**src/rtl/multiword_adder_sequencer_pkg.sv**
```systemverilog
// Shared definitions for the multiword adder sequencer: slice width, FSM encoding
// and the signed-overflow helper for the most-significant slice.
package multiword_adder_sequencer_pkg;

    localparam int SLICE_W = 8;

    typedef enum logic {
        IDLE = 1'b0,
        RUN  = 1'b1
    } state_t;

    // The carry into the MSB is recovered from its sum bit, so the adder needs no extra port.
    function automatic logic msb_overflow(input logic a_msb, input logic b_msb,
                                          input logic s_msb, input logic carry_out);
        return (a_msb ^ b_msb ^ s_msb) ^ carry_out;
    endfunction

endpackage

```
**src/rtl/multiword_adder_sequencer_rca.sv**
```systemverilog
// 8-bit dataflow ripple-carry adder shared by the sequencer, one slice per clock.
module multiword_adder_sequencer_rca
    import multiword_adder_sequencer_pkg::*;
(
    input  logic [SLICE_W-1:0] A,
    input  logic [SLICE_W-1:0] B,
    input  logic               Cin,
    output logic [SLICE_W-1:0] S,
    output logic               Cout
);

    logic [SLICE_W:0] c;

    assign c[0] = Cin;

    for (genvar i = 0; i < SLICE_W; i++) begin : g_bit
        assign S[i]   = A[i] ^ B[i] ^ c[i];
        assign c[i+1] = (A[i] & B[i]) | (c[i] & (A[i] ^ B[i]));
    end

    assign Cout = c[SLICE_W];

endmodule

```
**src/rtl/multiword_adder_sequencer.sv**
```systemverilog
// Wide add/subtract built by stepping one shared 8-bit adder over the operands,
// least-significant slice first, with the carry held in a register between slices.
module multiword_adder_sequencer
    import multiword_adder_sequencer_pkg::*;
#(
    parameter int WORDS = 4
) (
    input  logic                       clk,
    input  logic                       rst,
    input  logic                       start,
    input  logic                       sub,
    input  logic                       cin,
    input  logic [SLICE_W*WORDS-1:0]   a,
    input  logic [SLICE_W*WORDS-1:0]   b,
    output logic                       busy,
    output logic                       done,
    output logic [SLICE_W*WORDS-1:0]   sum,
    output logic                       cout,
    output logic                       ovf
);

    localparam int W     = SLICE_W * WORDS;
    localparam int IDX_W = $clog2(WORDS);
    localparam logic [IDX_W-1:0] LAST_IDX = IDX_W'(WORDS - 1);

    state_t             state;
    logic [W-1:0]       a_reg;
    logic [W-1:0]       b_reg;
    logic               sub_reg;
    logic               carry_reg;
    logic [IDX_W-1:0]   idx;

    logic [SLICE_W-1:0] a_slice;
    logic [SLICE_W-1:0] b_slice;
    logic [SLICE_W-1:0] s_slice;
    logic               c_slice;

    always_comb begin
        a_slice = a_reg[SLICE_W*idx +: SLICE_W];
        b_slice = b_reg[SLICE_W*idx +: SLICE_W] ^ {SLICE_W{sub_reg}};
    end

    multiword_adder_sequencer_rca u_rca (
        .A    (a_slice),
        .B    (b_slice),
        .Cin  (carry_reg),
        .S    (s_slice),
        .Cout (c_slice)
    );

    always_ff @(posedge clk) begin
        if (rst) begin
            state     <= IDLE;
            a_reg     <= '0;
            b_reg     <= '0;
            sub_reg   <= 1'b0;
            carry_reg <= 1'b0;
            idx       <= '0;
            busy      <= 1'b0;
            done      <= 1'b0;
            sum       <= '0;
            cout      <= 1'b0;
            ovf       <= 1'b0;
        end else begin
            done <= 1'b0;
            case (state)
                IDLE: begin
                    if (start) begin
                        a_reg     <= a;
                        b_reg     <= b;
                        sub_reg   <= sub;
                        carry_reg <= sub | cin;
                        idx       <= '0;
                        sum       <= '0;
                        ovf       <= 1'b0;
                        busy      <= 1'b1;
                        state     <= RUN;
                    end
                end
                RUN: begin
                    sum[SLICE_W*idx +: SLICE_W] <= s_slice;
                    carry_reg <= c_slice;
                    idx       <= idx + 1'b1;
                    if (idx == LAST_IDX) begin
                        cout  <= c_slice;
                        ovf   <= msb_overflow(a_slice[SLICE_W-1], b_slice[SLICE_W-1],
                                              s_slice[SLICE_W-1], c_slice);
                        done  <= 1'b1;
                        busy  <= 1'b0;
                        state <= IDLE;
                    end
                end
                default: state <= IDLE;
            endcase
        end
    end

endmodule

```
**config.mk**
```make
export PLATFORM = sky130hd
export DESIGN_NAME = multiword_adder_sequencer
export DESIGN_NICKNAME = d
export VERILOG_FILES = /design/src/rtl/multiword_adder_sequencer_pkg.sv /design/src/rtl/multiword_adder_sequencer_rca.sv /design/src/rtl/multiword_adder_sequencer.sv
export SDC_FILE = /design/constraint.sdc
export NUM_CORES = 1
export LEC_CHECK = 0
export CAP_MARGIN = 20
export CORE_MARGIN = 2
export CORE_UTILIZATION = 45
export DETAILED_ROUTE_END_ITERATION = 16
export GPL_TIMING_DRIVEN = 1
export MAX_ROUTING_LAYER = met4
export PLACE_DENSITY = 0.82
export SLEW_MARGIN = 20
export SYNTH_ARGS = -nofsm -noshare
export SYNTH_HDL_FRONTEND = slang
export SYNTH_HIERARCHICAL = 1
export SYNTH_SLANG_ARGS = --single-unit
```
**constraint.sdc**
```tcl
create_clock -name clk -period 11.1 [get_ports clk]
set_input_delay 1.11 -clock clk [delete_from_list [all_inputs] [get_ports clk]]
set_output_delay 1.11 -clock clk [all_outputs]
set_load 0.02 [all_outputs]
```
==> impl_metrics.toml, run 1 <==
[route]
routedWlPerCell_um = 15.01
vias = 3679
avgViaCountPerCell = 5.211
totalWireLength_mm = 10.60
drc = 0
dr.pass1.iters = 5
ant_nets = 0
drtIter0Drc = 254

[sta]
rsz0062_at_grt = "no"
max_freq_mhz = 180.6
period_share = 0.4988
setup_viol = 0
drv_slew = 0
worstMarginPinSlew_ps = 1018
hold_viol_final = 0
setup_ws_ps = 5563
relSlewSlack = 0.3215
setup_tns_ps = 0
post-route-min-period_ps = 5537
finalClockSkew_ps = 10.41

[global_routing]
antenna_found_initial = 0
first_global_vias = 3516
grt_start_max_net_pins = 106
overflow = 0
grt_usage = 0.2131
grt_pass1_wl_mm = 16.77

[critical_path]
ff2ff_path_depth = 18
start_kind = "register"
crit_top_cell = "fa_1"
critical_path.max_fanout = 20
critical_path_required_ps = 11320
critPathCaptureType = "register"
crit_slowest_cell = "dfxtp_1"
cpPeakStageDelay_ps = 920
critPathArrivalTime_ps = 5750
path_class = "reg2reg"
path_cells = "mux4_2 -> xor2_1 -> fa_1 -> inv_1 -> fa_1 -> inv_1 -> fa_1 -> fa_1 -> fa_1 -> fa_1 -> fa_1 -> inv_1 -> fa_1 -> inv_1 -> xnor2_1 -> xnor2_2 -> xnor2_1 -> o31ai_2"

[floorplan]
core_area_mm2 = 0.009639
row_count = 36
initial_core_util = 0.4553
dieArea_mm2 = 0.01056
die_width_um = 102.8
die_h_um = 102.8
boundaryPins = 105

[clock_tree]
clockRootBuffer = "clkbuf_8"
cts_hold_buf = 0
post_cts_buffers = 0
cts_max_level = 3
cts_tree = "done"
cts_resized = 0
clk_pin_slew_worst_paths_ps = 100
numCtsBuffers = 9
clk_latency_ps = 370
clock_path_buffers = 2
cts_num_sinks = 105

[pwr]
p_per_area_mw_per_mm2 = 138.0
total_power_w = 0.0007835
max-vdd-ir-drop_uv = 63.23
cellLeakagePower_nw = 2.099

[finish]
areaGrowthSynthToFinish_pct = 29.30
n_fill_cell = 862
final_nets = 651
diodes = 0
postLayoutCellArea_mm2 = 0.005675
layout-drive-gt1-share = 0.06981
final_common_cell = "nand2_1"
final_util = 0.5888
layout_common_cells = "nand2_1 (133), dfxtp_1 (105), clkdlybuf4s50_1 (103)"

[outcome]
status = "complete, no violations"

[yosys]
yosys_warnings = 6
ys_ff_latch = 105
seq_area_frac_synth = 0.4789
synthCells = 488
avgSynthCellArea_um2 = 8.994
ys_types = 28
synth_area_mm2 = 0.004389
synthesis.nets = 571

[place]
dp_slack_ps = 5639
dpl.hpwl_mm = 7.710
post_dp_cell_area_mm2 = 0.005451
gp_congestion = 0.8480
portBuffers = 104

[run]
drv_cap = 0

[hold_path]
hold_class = "reg2reg"
holdPathStages = 2
[report_power, final]
| part | switching (W) | internal, W | leakage, nW |
|---|---|---|---|
| Combinational | 0.0000645 | 0.0000578 | 1.14 |
| Clock | 0.000128 | 0.000128 | 0.104 |
| Sequential | 0.0000119 | 0.000393 | 0.857 |
| Total | 0.000205 | 0.000579 | 2.10 |
[per-layer routing]
metal	part of all wire	vias up	wire length, um	GRT usage
li1	-	1790	-	-
met1	0.42	1726	4441	0.2626
met2	0.50	145	5308	0.3514
met3	0.059	18	629	0.03797
met4	0.020	0	216	0.08097
met5	0	-	0	-
[through the flow]
step	cells	hold WS [ps]
2_1_floorplan	488	433.1
3_3_place_gp	690	441.4
3_5_place_dp	690	446.5
4_1_cts	706	460.9
5_1_grt	706	480.0
6_report	706	459.5
[cells by family after synthesis]
| group | Yosys count | share of synthesized area |
|---|---|---|
| XOR/XNOR | 11 | 0.02537 |
| AND/OR/NAND/NOR | 184 | 0.1656 |
| adder cells (fa/ha/maj) | 14 | 0.05359 |
| multiplexers | 17 | 0.08438 |
| flip-flops | 105 | 0.4789 |
| buffers and inverters | 49 | 0.04846 |
| AO/OA/AOI/OAI | 108 | 0.1437 |
[critical path, delay by kind of cell (launching register included)]
kind | cells | cell delay, ps
flops | 1 | 920
xor+xnor | 4 | 640
buf+inv | 4 | 360
mux | 1 | 430
compound gates | 1 | 80
fa+ha+maj | 8 | 2940
[final timing paths]
check	endpoint	startpoint	slack, ps
worst max-delay path	ovf$_SDFFE_PP0P_	idx[1]$_SDFFE_PP0P_	5560
worst min-delay path	b_reg[12]$_SDFFE_PP0P_	b_reg[12]$_SDFFE_PP0P_	460
worst max register to register	ovf$_SDFFE_PP0P_	idx[1]$_SDFFE_PP0P_	5560
worst min register to register	b_reg[12]$_SDFFE_PP0P_	b_reg[12]$_SDFFE_PP0P_	460
[final cells by class]
cell class,instances,area [um^2],share of cell area
Inverter,12,45.04,0.007937
Tap cell,133,166.4,0.02932
Clock buffer,10,127.6,0.02249
Clock inverter,6,91.34,0.01609
Timing Repair Buffer,106,1054,0.1856
Sequential cell,105,2102,0.3704
Multi-Input combinational cell,334,2090,0.3682
[synth_stat cells (all sizes together)]
cell type,n,area (um^2)
xor2,8,77.58
nand3,2,10.01
ha,6,75.07
fa,8,160.2
a21oi,74,370.4
buf,18,96.35
inv,12,45.04
nand2,133,499.2
nor2,40,150.1
clkbuf,19,71.32
a22oi,32,240.2
nand2b,1,6.260
dfxtp,105,2102
and4,2,17.52
mux2i,1,10.01
o31ai,1,12.51
xnor2,3,33.79
nor3,2,15.01
mux4,16,360.4
a211oi,1,7.510
and4b,1,10.01
nor2b,3,18.77
(Power assumes the default switching activity.)
==> run 2: changes to the inputs <==
PLACE_DENSITY = 0.85   (was 0.82)
clock period = 4.51 ns   (was 11.1 ns; I/O delays follow)
==> run 2 against run 1 <==
  * The run now ends with setup timing left
  * Sequential power up 140%
  * Clock-buffer cell count up 2
  * Global-route usage up 0.45 points
  * Clock skew down 2.1 ps
  * Sequential share of layout area down 0.51 points
  * Maximum frequency up 19%
  * Combinational power rose to 2.7 times the previous value
  * Worst hold slack worse by 1.2 ps
  * Core utilization up 0.93 points
==> impl_metrics.toml, run 2 (synthesis gave the netlist of run 1 again) <==
[route]
avgViaCountPerCell = 5.238
routedWlPerCell_um = 15.30
dr.pass1.iters = 5
drc = 0
drtIter0Drc = 261
vias = 3745
ant_nets = 0
totalWireLength_mm = 10.94

[hold_path]
hold_class = "reg2reg"
hold_start = "b_reg[6]$_SDFFE_PP0P_"
holdPathStages = 2
min_to = "b_reg[6]$_SDFFE_PP0P_"

[sta]
relSlewSlack = 0.2995
max_freq_mhz = 215.0
post-route-min-period_ps = 4651
setup_tns_ps = -141.4
setup_viol = 1
rsz0062_at_grt = "yes"
worstMarginPinSlew_ps = 1051
hold_viol_final = 0
setup_ws_ps = -141.4
finalClockSkew_ps = 8.298
drv_slew = 0
period_share = 1.031

[finish]
final_common_cell = "nand2_1"
final_nets = 660
finalNonFillerCells = 715
layout-drive-gt1-share = 0.1082
layout_common_cells = "nand2_1 (133), dfxtp_1 (104), clkdlybuf4s50_1 (103)"
diodes = 0
areaGrowthSynthToFinish_pct = 31.36

[run]
drv_cap = 0

[clock_tree]
clk_latency_ps = 370
clockRootBuffer = "clkbuf_8"
cts_max_level = 3
cts_tree = "done"
clk_pin_slew_worst_paths_ps = 90
numCtsBuffers = 9
clock_path_buffers = 2
cts_num_sinks = 105

[global_routing]
grt_pass1_wl_mm = 17.12
first_global_vias = 3679
grt_start_max_net_pins = 106
antenna_found_initial = 0
grt_usage = 0.2176
overflow = 0

[outcome]
status = "complete, but fails checks"
violations = "setup timing"

[floorplan]
dieArea_mm2 = 0.01056
boundaryPins = 105
die_width_um = 102.8
row_count = 36
die_h_um = 102.8
initial_core_util = 0.4553
core_area_mm2 = 0.009639

[critical_path]
path_class = "reg2reg"
reg2reg_to = "ovf$_SDFFE_PP0P_"
cpPeakStageDelay_ps = 530
r2r_slack_ps = -140
critPathArrivalTime_ps = 4880
path_depth = 18
path_cells = "mux4_2 -> xor2_2 -> fa_2 -> inv_2 -> fa_2 -> inv_2 -> fa_2 -> fa_2 -> fa_2 -> fa_2 -> fa_2 -> inv_2 -> fa_1 -> inv_2 -> xnor2_2 -> xnor2_2 -> xnor2_1 -> o31ai_2"
critical_path_required_ps = 4740
ff2ff_path_depth = 18
r2r-start = "idx[0]$_SDFFE_PP0P_"
critPathCaptureType = "register"
critical_path.max_fanout = 4
crit_top_cell = "fa_2"
crit_family = "adder cells"
crit_slowest_cell = "mux4_2"
start_kind = "register"
critPathBufInv = 4

[pwr]
cellLeakagePower_nw = 2.138
p_per_area_mw_per_mm2 = 332.0
max-vdd-ir-drop_uv = 144.2
total_power_w = 0.001914

[place]
dp_cells = 697
dpl.hpwl_mm = 7.945
portBuffers = 104
gp_congestion = 0.8488
==> run 2: cell types whose count changed in the layout (fill, tap and decap cells not counted), sizes merged <==
cell	change
buf	+9
bufinv	-1
clkbuf	+2
clkinv	+1
clkinvlp	-2
==> run 2: stage by stage <==
stage / hold slack (ps) / setup WS (ps) / util / cell area (um^2)
detailed placement: 446.8 / -237.8 / 0.5729 / 5523
CTS: 459.5 / -119.0 / 0.5984 / 5768
global placement: 440.6 / -152.0 / 0.5729 / 5523
finish: 458.3 / -141.4 / 0.5981 / 5766
global route: 480.5 / -277.4 / 0.5981 / 5766
floorplan: 433.1 / -269.6 / - / 4419
==> run 2: where the power goes <==
part           internal (W)  leakage (nW)  switching (W)
Combinational      0.000157          1.17       0.000168
Sequential         0.000966         0.858      0.0000259
Clock              0.000288         0.107       0.000309
Total               0.00141          2.14       0.000503
==> run 2: area by class of cell <==
cell class	instances	area (um^2)
fill	820	3874
multi-input combinational	334	2122
sequential	105	2106
timing repair buffer	115	1121
tap	133	166.4
clock buffer	12	155.1
clock inverter	4	50.05
inverter	12	45.04
==> run 2: metal layers <==
layer | global-route usage | part of all wire | vias up
li1 | - | - | 1814
met4 | 0.09109 | 0.022 | 0
met3 | 0.03932 | 0.065 | 21
met5 | - | 0 | -
met1 | 0.2562 | 0.41 | 1745
met2 | 0.3680 | 0.50 | 165
==> run 2: worst max-delay path by stage <==
stage                        startpoint                to
global route        idx[0]$_SDFFE_PP0P_  ovf$_SDFFE_PP0P_
CTS                 idx[0]$_SDFFE_PP0P_  ovf$_SDFFE_PP0P_
detailed placement  idx[0]$_SDFFE_PP0P_  ovf$_SDFFE_PP0P_
floorplan           idx[0]$_SDFFE_PP0P_  ovf$_SDFFE_PP0P_
global placement    idx[0]$_SDFFE_PP0P_  ovf$_SDFFE_PP0P_
finish              idx[0]$_SDFFE_PP0P_  ovf$_SDFFE_PP0P_
==> run 2: repair_timing <==
| item | CTS | global route |
|---|---|---|
| hold buffers | 0 | 0 |
| pin swaps | 2 | 2 |
| buffers inserted | 3 | 1 |
| endpoints found under the setup margin | 5 | 5 |
| resized for setup | 8 | 0 |
==> run 2: worst min-delay path, delay by kind of cell, from the launching register on <==
family	cells	cell delay, ps
DFF	1	320
and+or+nand+nor	1	50
AOI/OAI and AO/OA	1	50
